<file path="src/rtl/hilo_muldiv_if.sv">
// Request/response bundle between the EX stage and the Hi/Lo multiply/divide unit.
interface hilo_muldiv_if #(
  parameter int WIDTH = 32
);
  logic             Start;
  logic [2:0]       Op;
  logic [WIDTH-1:0] A;
  logic [WIDTH-1:0] B;
  logic             Flush;
  logic             Busy;
  logic             Done;
  logic             DivByZero;
  logic [WIDTH-1:0] Hi;
  logic [WIDTH-1:0] Lo;

  modport master (
    output Start, Op, A, B, Flush,
    input  Busy, Done, DivByZero, Hi, Lo
  );

  modport slave (
    input  Start, Op, A, B, Flush,
    output Busy, Done, DivByZero, Hi, Lo
  );
endinterface

</file>
<file path="src/rtl/hilo_muldiv_unit.sv">
// Iterative multiply/divide unit owning the architectural Hi/Lo pair.
// Multiplies retire STEP multiplier bits per cycle over operand magnitudes,
// divides use a 1-bit/cycle restoring loop; signs are fixed up in FIX and
// Hi/Lo are written only at the edge that ends FIX.
module hilo_muldiv_unit #(
  parameter int WIDTH = 32,
  parameter int STEP  = 1
) (
  input  logic         Clk,
  input  logic         Rst,
  hilo_muldiv_if.slave bus
);

  localparam int MUL_CYC = WIDTH / STEP;
  localparam int DIV_CYC = WIDTH;
  localparam int CNT_W   = $clog2(WIDTH + 1);

  localparam logic [2:0] OP_MULT  = 3'd0;
  localparam logic [2:0] OP_MULTU = 3'd1;
  localparam logic [2:0] OP_MADD  = 3'd2;
  localparam logic [2:0] OP_MSUB  = 3'd3;
  localparam logic [2:0] OP_DIV   = 3'd4;
  localparam logic [2:0] OP_DIVU  = 3'd5;
  localparam logic [2:0] OP_MTHI  = 3'd6;
  localparam logic [2:0] OP_MTLO  = 3'd7;

  typedef enum logic [1:0] {IDLE, MUL, DIV, FIX} state_t;

  state_t               state;
  logic [CNT_W-1:0]     cnt;
  logic [2:0]           opReg;
  logic [WIDTH-1:0]     hiReg, loReg;
  logic                 busyReg, doneReg, dbzReg;
  logic [2*WIDTH-1:0]   acc, mcandSh;
  logic [WIDTH-1:0]     mplier;
  logic [WIDTH-1:0]     bMag, rem, quo, aRaw;
  logic                 negRes, negRem, bZero;

  logic                 sgnIn;
  logic [WIDTH-1:0]     aMagIn, bMagIn;
  logic [WIDTH:0]       divShift, divTrial;
  logic [2*WIDTH-1:0]   prodSigned, mulRes;
  logic [WIDTH-1:0]     quoFix, remFix;

  // Two's-complement magnitude; the most-negative value maps to itself,
  // which is still its correct unsigned magnitude.
  function automatic logic [WIDTH-1:0] magnitude(input logic [WIDTH-1:0] v,
                                                 input logic isSigned);
    return (isSigned && v[WIDTH-1]) ? (~v + 1'b1) : v;
  endfunction

  // Multiplicand times one STEP-bit multiplier digit.
  function automatic logic [2*WIDTH-1:0] partialSum(input logic [2*WIDTH-1:0] mc,
                                                    input logic [STEP-1:0] digit);
    logic [2*WIDTH-1:0] sum;
    sum = '0;
    for (int i = 0; i < STEP; i++)
      if (digit[i]) sum = sum + (mc << i);
    return sum;
  endfunction

  assign bus.Hi        = hiReg;
  assign bus.Lo        = loReg;
  assign bus.Busy      = busyReg;
  assign bus.Done      = doneReg;
  assign bus.DivByZero = dbzReg;

  // Operand decode at acceptance: signedness and magnitudes.
  always_comb begin
    sgnIn  = !(bus.Op == OP_MULTU || bus.Op == OP_DIVU);
    aMagIn = magnitude(bus.A, sgnIn);
    bMagIn = magnitude(bus.B, sgnIn);
  end

  // One restoring-division step: shift in next dividend bit, trial subtract.
  always_comb begin
    divShift = {rem, quo[WIDTH-1]};
    divTrial = divShift - {1'b0, bMag};
  end

  // Sign correction and accumulation seen by the commit edge.
  always_comb begin
    prodSigned = negRes ? (~acc + 1'b1) : acc;
    case (opReg)
      OP_MADD: mulRes = {hiReg, loReg} + prodSigned;
      OP_MSUB: mulRes = {hiReg, loReg} - prodSigned;
      default: mulRes = prodSigned;
    endcase
    quoFix = negRes ? (~quo + 1'b1) : quo;
    remFix = negRem ? (~rem + 1'b1) : rem;
    if (bZero) begin
      quoFix = '1;
      remFix = aRaw;
    end
  end

  // Control FSM, iteration datapath and Hi/Lo commit.
  always_ff @(posedge Clk or negedge Rst) begin
    if (!Rst) begin
      state   <= IDLE;
      cnt     <= '0;
      opReg   <= '0;
      hiReg   <= '0;
      loReg   <= '0;
      busyReg <= 1'b0;
      doneReg <= 1'b0;
      dbzReg  <= 1'b0;
      acc     <= '0;
      mcandSh <= '0;
      mplier  <= '0;
      bMag    <= '0;
      rem     <= '0;
      quo     <= '0;
      aRaw    <= '0;
      negRes  <= 1'b0;
      negRem  <= 1'b0;
      bZero   <= 1'b0;
    end else begin
      doneReg <= 1'b0;
      dbzReg  <= 1'b0;
      case (state)
        IDLE: begin
          if (bus.Start && !bus.Flush) begin
            opReg <= bus.Op;
            cnt   <= '0;
            case (bus.Op)
              OP_MTHI: begin
                hiReg   <= bus.A;
                doneReg <= 1'b1;
              end
              OP_MTLO: begin
                loReg   <= bus.A;
                doneReg <= 1'b1;
              end
              OP_DIV, OP_DIVU: begin
                quo     <= aMagIn;
                rem     <= '0;
                bMag    <= bMagIn;
                aRaw    <= bus.A;
                bZero   <= (bus.B == '0);
                negRes  <= sgnIn & (bus.A[WIDTH-1] ^ bus.B[WIDTH-1]);
                negRem  <= sgnIn & bus.A[WIDTH-1];
                busyReg <= 1'b1;
                state   <= DIV;
              end
              default: begin
                acc     <= '0;
                mcandSh <= {{WIDTH{1'b0}}, aMagIn};
                mplier  <= bMagIn;
                negRes  <= sgnIn & (bus.A[WIDTH-1] ^ bus.B[WIDTH-1]);
                busyReg <= 1'b1;
                state   <= MUL;
              end
            endcase
          end
        end
        MUL: begin
          if (bus.Flush) begin
            busyReg <= 1'b0;
            state   <= IDLE;
          end else begin
            acc     <= acc + partialSum(mcandSh, mplier[STEP-1:0]);
            mcandSh <= mcandSh << STEP;
            mplier  <= mplier >> STEP;
            cnt     <= cnt + 1'b1;
            if (cnt == CNT_W'(MUL_CYC - 1)) state <= FIX;
          end
        end
        DIV: begin
          if (bus.Flush) begin
            busyReg <= 1'b0;
            state   <= IDLE;
          end else begin
            if (!divTrial[WIDTH]) begin
              rem <= divTrial[WIDTH-1:0];
              quo <= {quo[WIDTH-2:0], 1'b1};
            end else begin
              rem <= divShift[WIDTH-1:0];
              quo <= {quo[WIDTH-2:0], 1'b0};
            end
            cnt <= cnt + 1'b1;
            if (cnt == CNT_W'(DIV_CYC - 1)) state <= FIX;
          end
        end
        default: begin
          busyReg <= 1'b0;
          state   <= IDLE;
          if (!bus.Flush) begin
            doneReg <= 1'b1;
            if (opReg == OP_DIV || opReg == OP_DIVU) begin
              hiReg  <= remFix;
              loReg  <= quoFix;
              dbzReg <= bZero;
            end else begin
              {hiReg, loReg} <= mulRes;
            end
          end
        end
      endcase
    end
  end

endmodule
</file>
<file path="src/flat_wrapper.sv">
// flat-port wrapper written by rule: the top's interface ports become plain ports
module hilo_muldiv_unit_flat 
#(
  parameter int WIDTH = 32,
  parameter int STEP  = 1
)
  (Clk, Rst, bus_Start, bus_Op, bus_A, bus_B, bus_Flush, bus_Busy, bus_Done, bus_DivByZero, bus_Hi, bus_Lo);
  hilo_muldiv_if #(.WIDTH(WIDTH)) bus_i ();
  input  logic Clk;
  input  logic Rst;
  input wire logic [$bits(bus_i.Start)-1:0] bus_Start;
  input wire logic [$bits(bus_i.Op)-1:0] bus_Op;
  input wire logic [$bits(bus_i.A)-1:0] bus_A;
  input wire logic [$bits(bus_i.B)-1:0] bus_B;
  input wire logic [$bits(bus_i.Flush)-1:0] bus_Flush;
  output wire logic [$bits(bus_i.Busy)-1:0] bus_Busy;
  output wire logic [$bits(bus_i.Done)-1:0] bus_Done;
  output wire logic [$bits(bus_i.DivByZero)-1:0] bus_DivByZero;
  output wire logic [$bits(bus_i.Hi)-1:0] bus_Hi;
  output wire logic [$bits(bus_i.Lo)-1:0] bus_Lo;
  assign bus_i.Start = bus_Start;
  assign bus_i.Op = bus_Op;
  assign bus_i.A = bus_A;
  assign bus_i.B = bus_B;
  assign bus_i.Flush = bus_Flush;
  assign bus_Busy = bus_i.Busy;
  assign bus_Done = bus_i.Done;
  assign bus_DivByZero = bus_i.DivByZero;
  assign bus_Hi = bus_i.Hi;
  assign bus_Lo = bus_i.Lo;
  hilo_muldiv_unit #(.WIDTH(WIDTH), .STEP(STEP)) u_core (.Clk(Clk), .Rst(Rst), .bus(bus_i));
endmodule
</file>
<file path="config.mk">
export PLATFORM = sky130hd
export DESIGN_NAME = hilo_muldiv_unit_flat
export DESIGN_NICKNAME = d
export VERILOG_FILES = /design/src/rtl/hilo_muldiv_if.sv /design/src/rtl/hilo_muldiv_unit.sv /design/src/flat_wrapper.sv
export SDC_FILE = /design/constraint.sdc
export NUM_CORES = 1
export LEC_CHECK = 0
export ABC_CLOCK_PERIOD_IN_PS = 6500
export BUFFER_PORTS_ARGS = -buffer_cell sky130_fd_sc_hd__buf_4
export CORE_MARGIN = 2
export CORE_UTILIZATION = 40
export CTS_BUF_LIST = sky130_fd_sc_hd__clkbuf_4 sky130_fd_sc_hd__clkbuf_8 sky130_fd_sc_hd__clkbuf_16
export DETAILED_ROUTE_END_ITERATION = 7
export REMOVE_ABC_BUFFERS = 1
export SETUP_SLACK_MARGIN = 0.4
export SLEW_MARGIN = 30
export SYNTH_ARGS = -nofsm -noshare
export SYNTH_HDL_FRONTEND = slang
export SYNTH_SLANG_ARGS = --single-unit
</file>
<file path="constraint.sdc">
create_clock -name Clk -period 6.5 [get_ports Clk]
set_input_delay 0.65 -clock Clk [delete_from_list [all_inputs] [get_ports Clk]]
set_output_delay 0.65 -clock Clk [all_outputs]
set_load 0.005 [all_outputs]
</file>
Yosys cells after proc, flatten, opt, wreduce, memory -nomap -nowiden
Cells that the tools add are included.

Register bits after elaboration: 369. Bits in latches: 0. RAM bits: 0. ROM bits: 0. Bits of input ports: 71. Output and inout bits: 67. Memories kept: 0.

Add/sub/neg operators: 10. $mul: 0. Divide/modulo/power cells: 0. Order comparisons: 0. Eq/ne operators: 24. Shift operators: 0. Mux-type cells: 62. Bitwise operators: 10. Reductions and logical operators: 27.

Operators with widths (number): $mux W32 (24); $mux W64 (10); $pmux W64 S2 (3); $pmux W32 S2 (5); $add A32 B1 Y32 const B (4); $add A64 B64 Y64 (2); $not A32 Y32 (4); $add A64 B1 Y64 const B (1); $not A64 Y64 (1); $sub A64 B64 Y64 (1); $sub A33 B32 Y33 (1); $logic_not A32 Y1 (1); $eq A3 B3 Y1 const B (6); $ne A2 B2 Y1 const B (8); $reduce_and A4 Y1 (4); $reduce_and A3 Y1 (5); $mux W6 (2); $pmux W6 S2 (1); $mux W1 (10); $pmux W2 S2 (2); $add A6 B1 Y6 const B (1); $eq A3 B2 Y1 const B (2); $eq A6 B5 Y1 const B (1); $mux W2 (3); other kinds (18) (31).

Longest topological paths before layout
Word-level depth: 8. Mapped depth: 25. Mapped depth without buffers: 24.

Least setup slack after synthesis
Ideal clock, no wire load.

Path kind: register -> register. Start: reg u_core.acc[0]. End: reg u_core.hiReg[29], in the netlist u_core.bus.Hi[29]. Setup time: 134 ps. Arrival: 5788 ps. Data required time: 6366 ps. Slack: 578 ps. Cell stages (with the launch flop): 25. Path buffers: 1. Cells stage by stage: dfrtp_1 inv_1 ha_1 or4b_4 o41ai_2 xor2_1 nand3_2 nor4b_2 nand3_1 nor2_1 a21oi_1 xnor2_1 ha_1 clkbuf_1 and3_1 a221o_1 a31o_2 a221oi_1 o31a_1 a21oi_1 o21ai_0 a21oi_1 o41a_1 mux2i_1 o21ai_0.

Word-level cells in the longest chain between the ends: 8. Elaborated cells between the ends (all ways): 9.

Ends and longest elaborated chain: start: declaration (line hilo_muldiv_unit.sv:34) `logic [2*WIDTH-1:0] acc, mcandSh;`; start signal: assignment (line hilo_muldiv_unit.sv:162) `acc <= acc + partialSum(mcandSh, mplier[STEP-1:0]);`; $not A64 Y64 (line hilo_muldiv_unit.sv:83) `prodSigned = negRes ? (~acc + 1'b1) : acc;`; $add A64 B1 Y64 (line hilo_muldiv_unit.sv:83); $mux W64 (*) (line hilo_muldiv_unit.sv:83); $sub A64 B64 Y64 or $add A64 B64 Y64 (tied branches) (line hilo_muldiv_unit.sv:86, hilo_muldiv_unit.sv:85); $pmux W64 S2 (*) (line hilo_muldiv_unit.sv:84) `case (opReg)`; $mux W32 (*) (line hilo_muldiv_unit.sv:190) `if (opReg == OP_DIV || opReg == OP_DIVU) begin`; $mux W32 (*) (line hilo_muldiv_unit.sv:188) `if (!bus.Flush) begin`; $pmux W32 S2 (*) (line hilo_muldiv_unit.sv:121) `case (state)`; end signal: assignment (line hilo_muldiv_unit.sv:128) `hiReg <= bus.A;`; end signal: assignment (line hilo_muldiv_unit.sv:191) `hiReg <= remFix;`; end signal: assignment (line hilo_muldiv_unit.sv:195) `{hiReg, loReg} <= mulRes;`; end: declaration (line hilo_muldiv_unit.sv:32) `logic [WIDTH-1:0] hiReg, loReg;`.

Every way passes the cells marked *; elsewhere a longest branch is shown, timed or not. The select of a mux whose other input is x is not followed. A chain may end at the register's enable or synchronous reset.

Worst setup path after layout
Start: reg u_core.acc[1]. End: reg u_core.hiReg[19], in the netlist u_core.bus.Hi[19].

The elaborated chain is that of the path after synthesis.

==> reports/results.ini <==
[setup_path]
cp.arrival_ns=6.49
endpoint_kind=flop
critical_path_required_ns=6.99
worstPathMaxFanout=4
critPathLaunchType=flop
cpPeakStageDelay_ns=0.51
cp-startpoint=u_core.acc[1]
crit_type=flop to flop
cpMaxStageDelayCell=or4b_4
worstRegToRegCells=26
reg2reg_to=u_core.bus.Hi[19]
crit_end=u_core.bus.Hi[19]
r2r_slack_ns=0.50
reg2reg_from=u_core.acc[1]
cp_common_cell=buf_4

[floorplan]
core_area_um2=77700
start_util_pct=40.5
die_area_um2=80900
ios=138
die_h_um=285
die_x_um=285
num_rows=102

[yosys]
yosys_warnings=0
ys_seq_elements=369
synthFlopType=dfrtp_1
synth_cell_types=91
seq_area_frac_synth_pct=29.3
synth_top_area_share_pct=29.3
syn_avg_cell_area_um2=7.87
synth_edf_count=0
synth.area.top_cells=dfrtp_1, o21ai_0, ha_1
synthArstFlopShare_pct=100
netlist_instances=3999
synth_area_um2=31500
yosys.area.top_type=dfrtp_1

[sta]
skew_ns=0.0387
final-setup-viol-count=0
rsz0062_at_grt=yes
final-hold-violation-count=0
fin_ws_ns=0.497
worst_pin_slew_ns=1.08
relSlewSlack_pct=28.1
max_freq_mhz=167
drv_slew=0
post-route-period-util_pct=92.4
fin_crit_ns=6.00

[clock_network]
root_buffer=clkbuf_16
cts_tree=built
cts_sinks=369
clk_latency_ns=0.63
numCtsBuffers=46
cts_max_level=2
clock_path_buffers=3
clk_pin_slew_ns=0.06

[min_path]
worstHoldPathType=primary input to flop

[place]
gp_congestion=0.991
port_buffers=137
dp_hpwl_um=90100
dpl_worst_slack_ns=0.0485

[detailed_routing]
drc_errors=0
routedWlPerCell_um=23.3
drtIter0Drc=3297
first_pass_iters=6
vias=31500
wirelength_um=122000
ant_nets=0
routed_via_density=6.03

[grt]
grt_remaining_overflow=0
grt_pass1_wl_um=185000
antenna_found_initial=2
grt_max_degree=143
track_usage_pct=29.3
grt_pass1_vias=29700

[outcome]
status=complete, no violations

[layout]
drive_above_1_share_pct=13.7
syn2layout_area_growth_pct=16.5
layout.nets=4390
fin_util_pct=47.2

[flow_run]
maxCapViolCount=0

repair_timing:
item | 4_1_cts | 5_1_grt
resized for setup | 14 | 64
gates cloned | 0 | 0
endpoints found under the setup margin | 17 | 25
pin swaps | 3 | 28
hold buffers | 0 | 1
buffers inserted | 1 | 29
endpoints found under the hold margin | 0 | 27
synthesized netlist by cell type (25+ instances only):
library cell / instances
dfrtp_1: 369
xnor2_1: 184
a31oi_1: 51
a211oi_1: 56
mux2i_1: 34
clkbuf_1: 220
nor3_1: 62
o31ai_1: 82
o21ai_0: 421
o41ai_1: 30
nand4_1: 34
xor2_1: 191
and2_1: 79
or3_1: 45
nand3_1: 101
a21o_1: 111
nand2_1: 530
o211ai_1: 31
ha_1: 168
a21oi_1: 314
a22oi_1: 66
inv_1: 99
nor2_1: 264
and3_1: 41
nor2b_1: 25
critical path, delay by kind of cell (launching register included):
family	cells	cell delay, ns
AO/OA/AOI/OAI	12	2.65
XOR/XNOR	2	0.44
adder cells (fa/ha/maj)	2	0.49
buffers and inverters	4	0.53
flip-flops	1	0.39
multiplexers	1	0.23
AND/OR/NAND/NOR	5	1.17
through the flow:
step	TNS [ns]	hold slack (ns)	std cells	cell area, um2
finish	0	0.309	5227	36700
global route	0	0.308	5225	36700
CTS	0	0.153	5194	36100
detailed placement	0	0.458	5108	34400
global placement	0	0.456	5107	34300
floorplan	-65.42	0.354	3754	30500
cells by family after synthesis:
family	Yosys count	synth area share, %
adders and majority gates	171	6.87
muxes	42	1.37
DFF	369	29.3
and+or+nand+nor	1308	19.6
buffers and inverters	346	4.23
xor gates and xnor gates	377	10.6
AOI/OAI and AO/OA	1386	28.0
routing by layer:
layer	GRT usage, %	wire length [um]	vias to the layer above
met2	46.6	55000	1190
met3	3.39	8590	228
met1	40.7	53600	15300
li1	-	-	14800
met5	0	0	-
met4	11.0	4700	0
how the worst min path moves through the flow:
stage / to / slack [ns] / depth (start not counted) / start
floorplan: u_core.aRaw[0] / 0.35 / 0 / Rst
global placement: u_core.aRaw[14] / 0.46 / 2 / u_core.aRaw[14]
detailed placement: u_core.aRaw[14] / 0.46 / 2 / u_core.aRaw[14]
CTS: u_core.mcandSh[8] / 0.15 / 1 / Rst
global route: u_core.aRaw[30] / 0.31 / 3 / bus_A[30]
finish: u_core.aRaw[23] / 0.31 / 3 / bus_A[23]
flip-flops by register name (all words and copies together) (netlist names):
register,cells
u_core.bus.DivByZero,1
u_core.bus.Lo,32
u_core.mcandSh,64
u_core.aRaw,32
u_core.cnt,6
u_core.rem,32
u_core.bus.Hi,32
u_core.negRem,1
u_core.bZero,1
u_core.bus.Done,1
u_core.negRes,1
u_core.bus.Busy,1
u_core.mplier,32
u_core.opReg,3
u_core.bMag,32
u_core.acc,64
u_core.state,2
u_core.quo,32
cell usage in the layout (no fill, tap or decap), types with 13 or more instances in the layout:
cell type  count
nor3_1        60
nand3_1       98
xor2_1       187
a22oi_1       66
o21a_1        17
o41ai_1       25
xnor2_1      181
nor2b_1       24
o211ai_1      31
mux2i_1       34
buf_4        334
nor4_1        20
a21oi_1      309
a22o_1        15
inv_1         97
o22ai_1       18
and3_1        38
clkbuf_8      13
or2_2         16
o21bai_1      22
ha_1         165
a211oi_1      54
dfrtp_1      364
o221ai_1      16
a221oi_1      18
and2_1        79
or4_1         17
a21o_1       110
clkbuf_16     46
nand2b_1      23
a211o_1       13
nor2_1       255
nand4_1       34
a31oi_1       50
or3_1         44
nand2_1      526
o31ai_1       78
o21ai_0      414
area by class of cell:
class,instances,area [um2]
timing repair buffer,346,2710
multi-input combinational,3284,21400
sequential,369,9250
tap,1040,1300
inverter,101,379
clock inverter,20,279
clock buffer,65,1380
fill,7779,41100
antenna,2,5.00
Power is left out: the tool's default activity adds up to more than one toggle a clock period on the data nets, which glitch-free logic cannot reach.
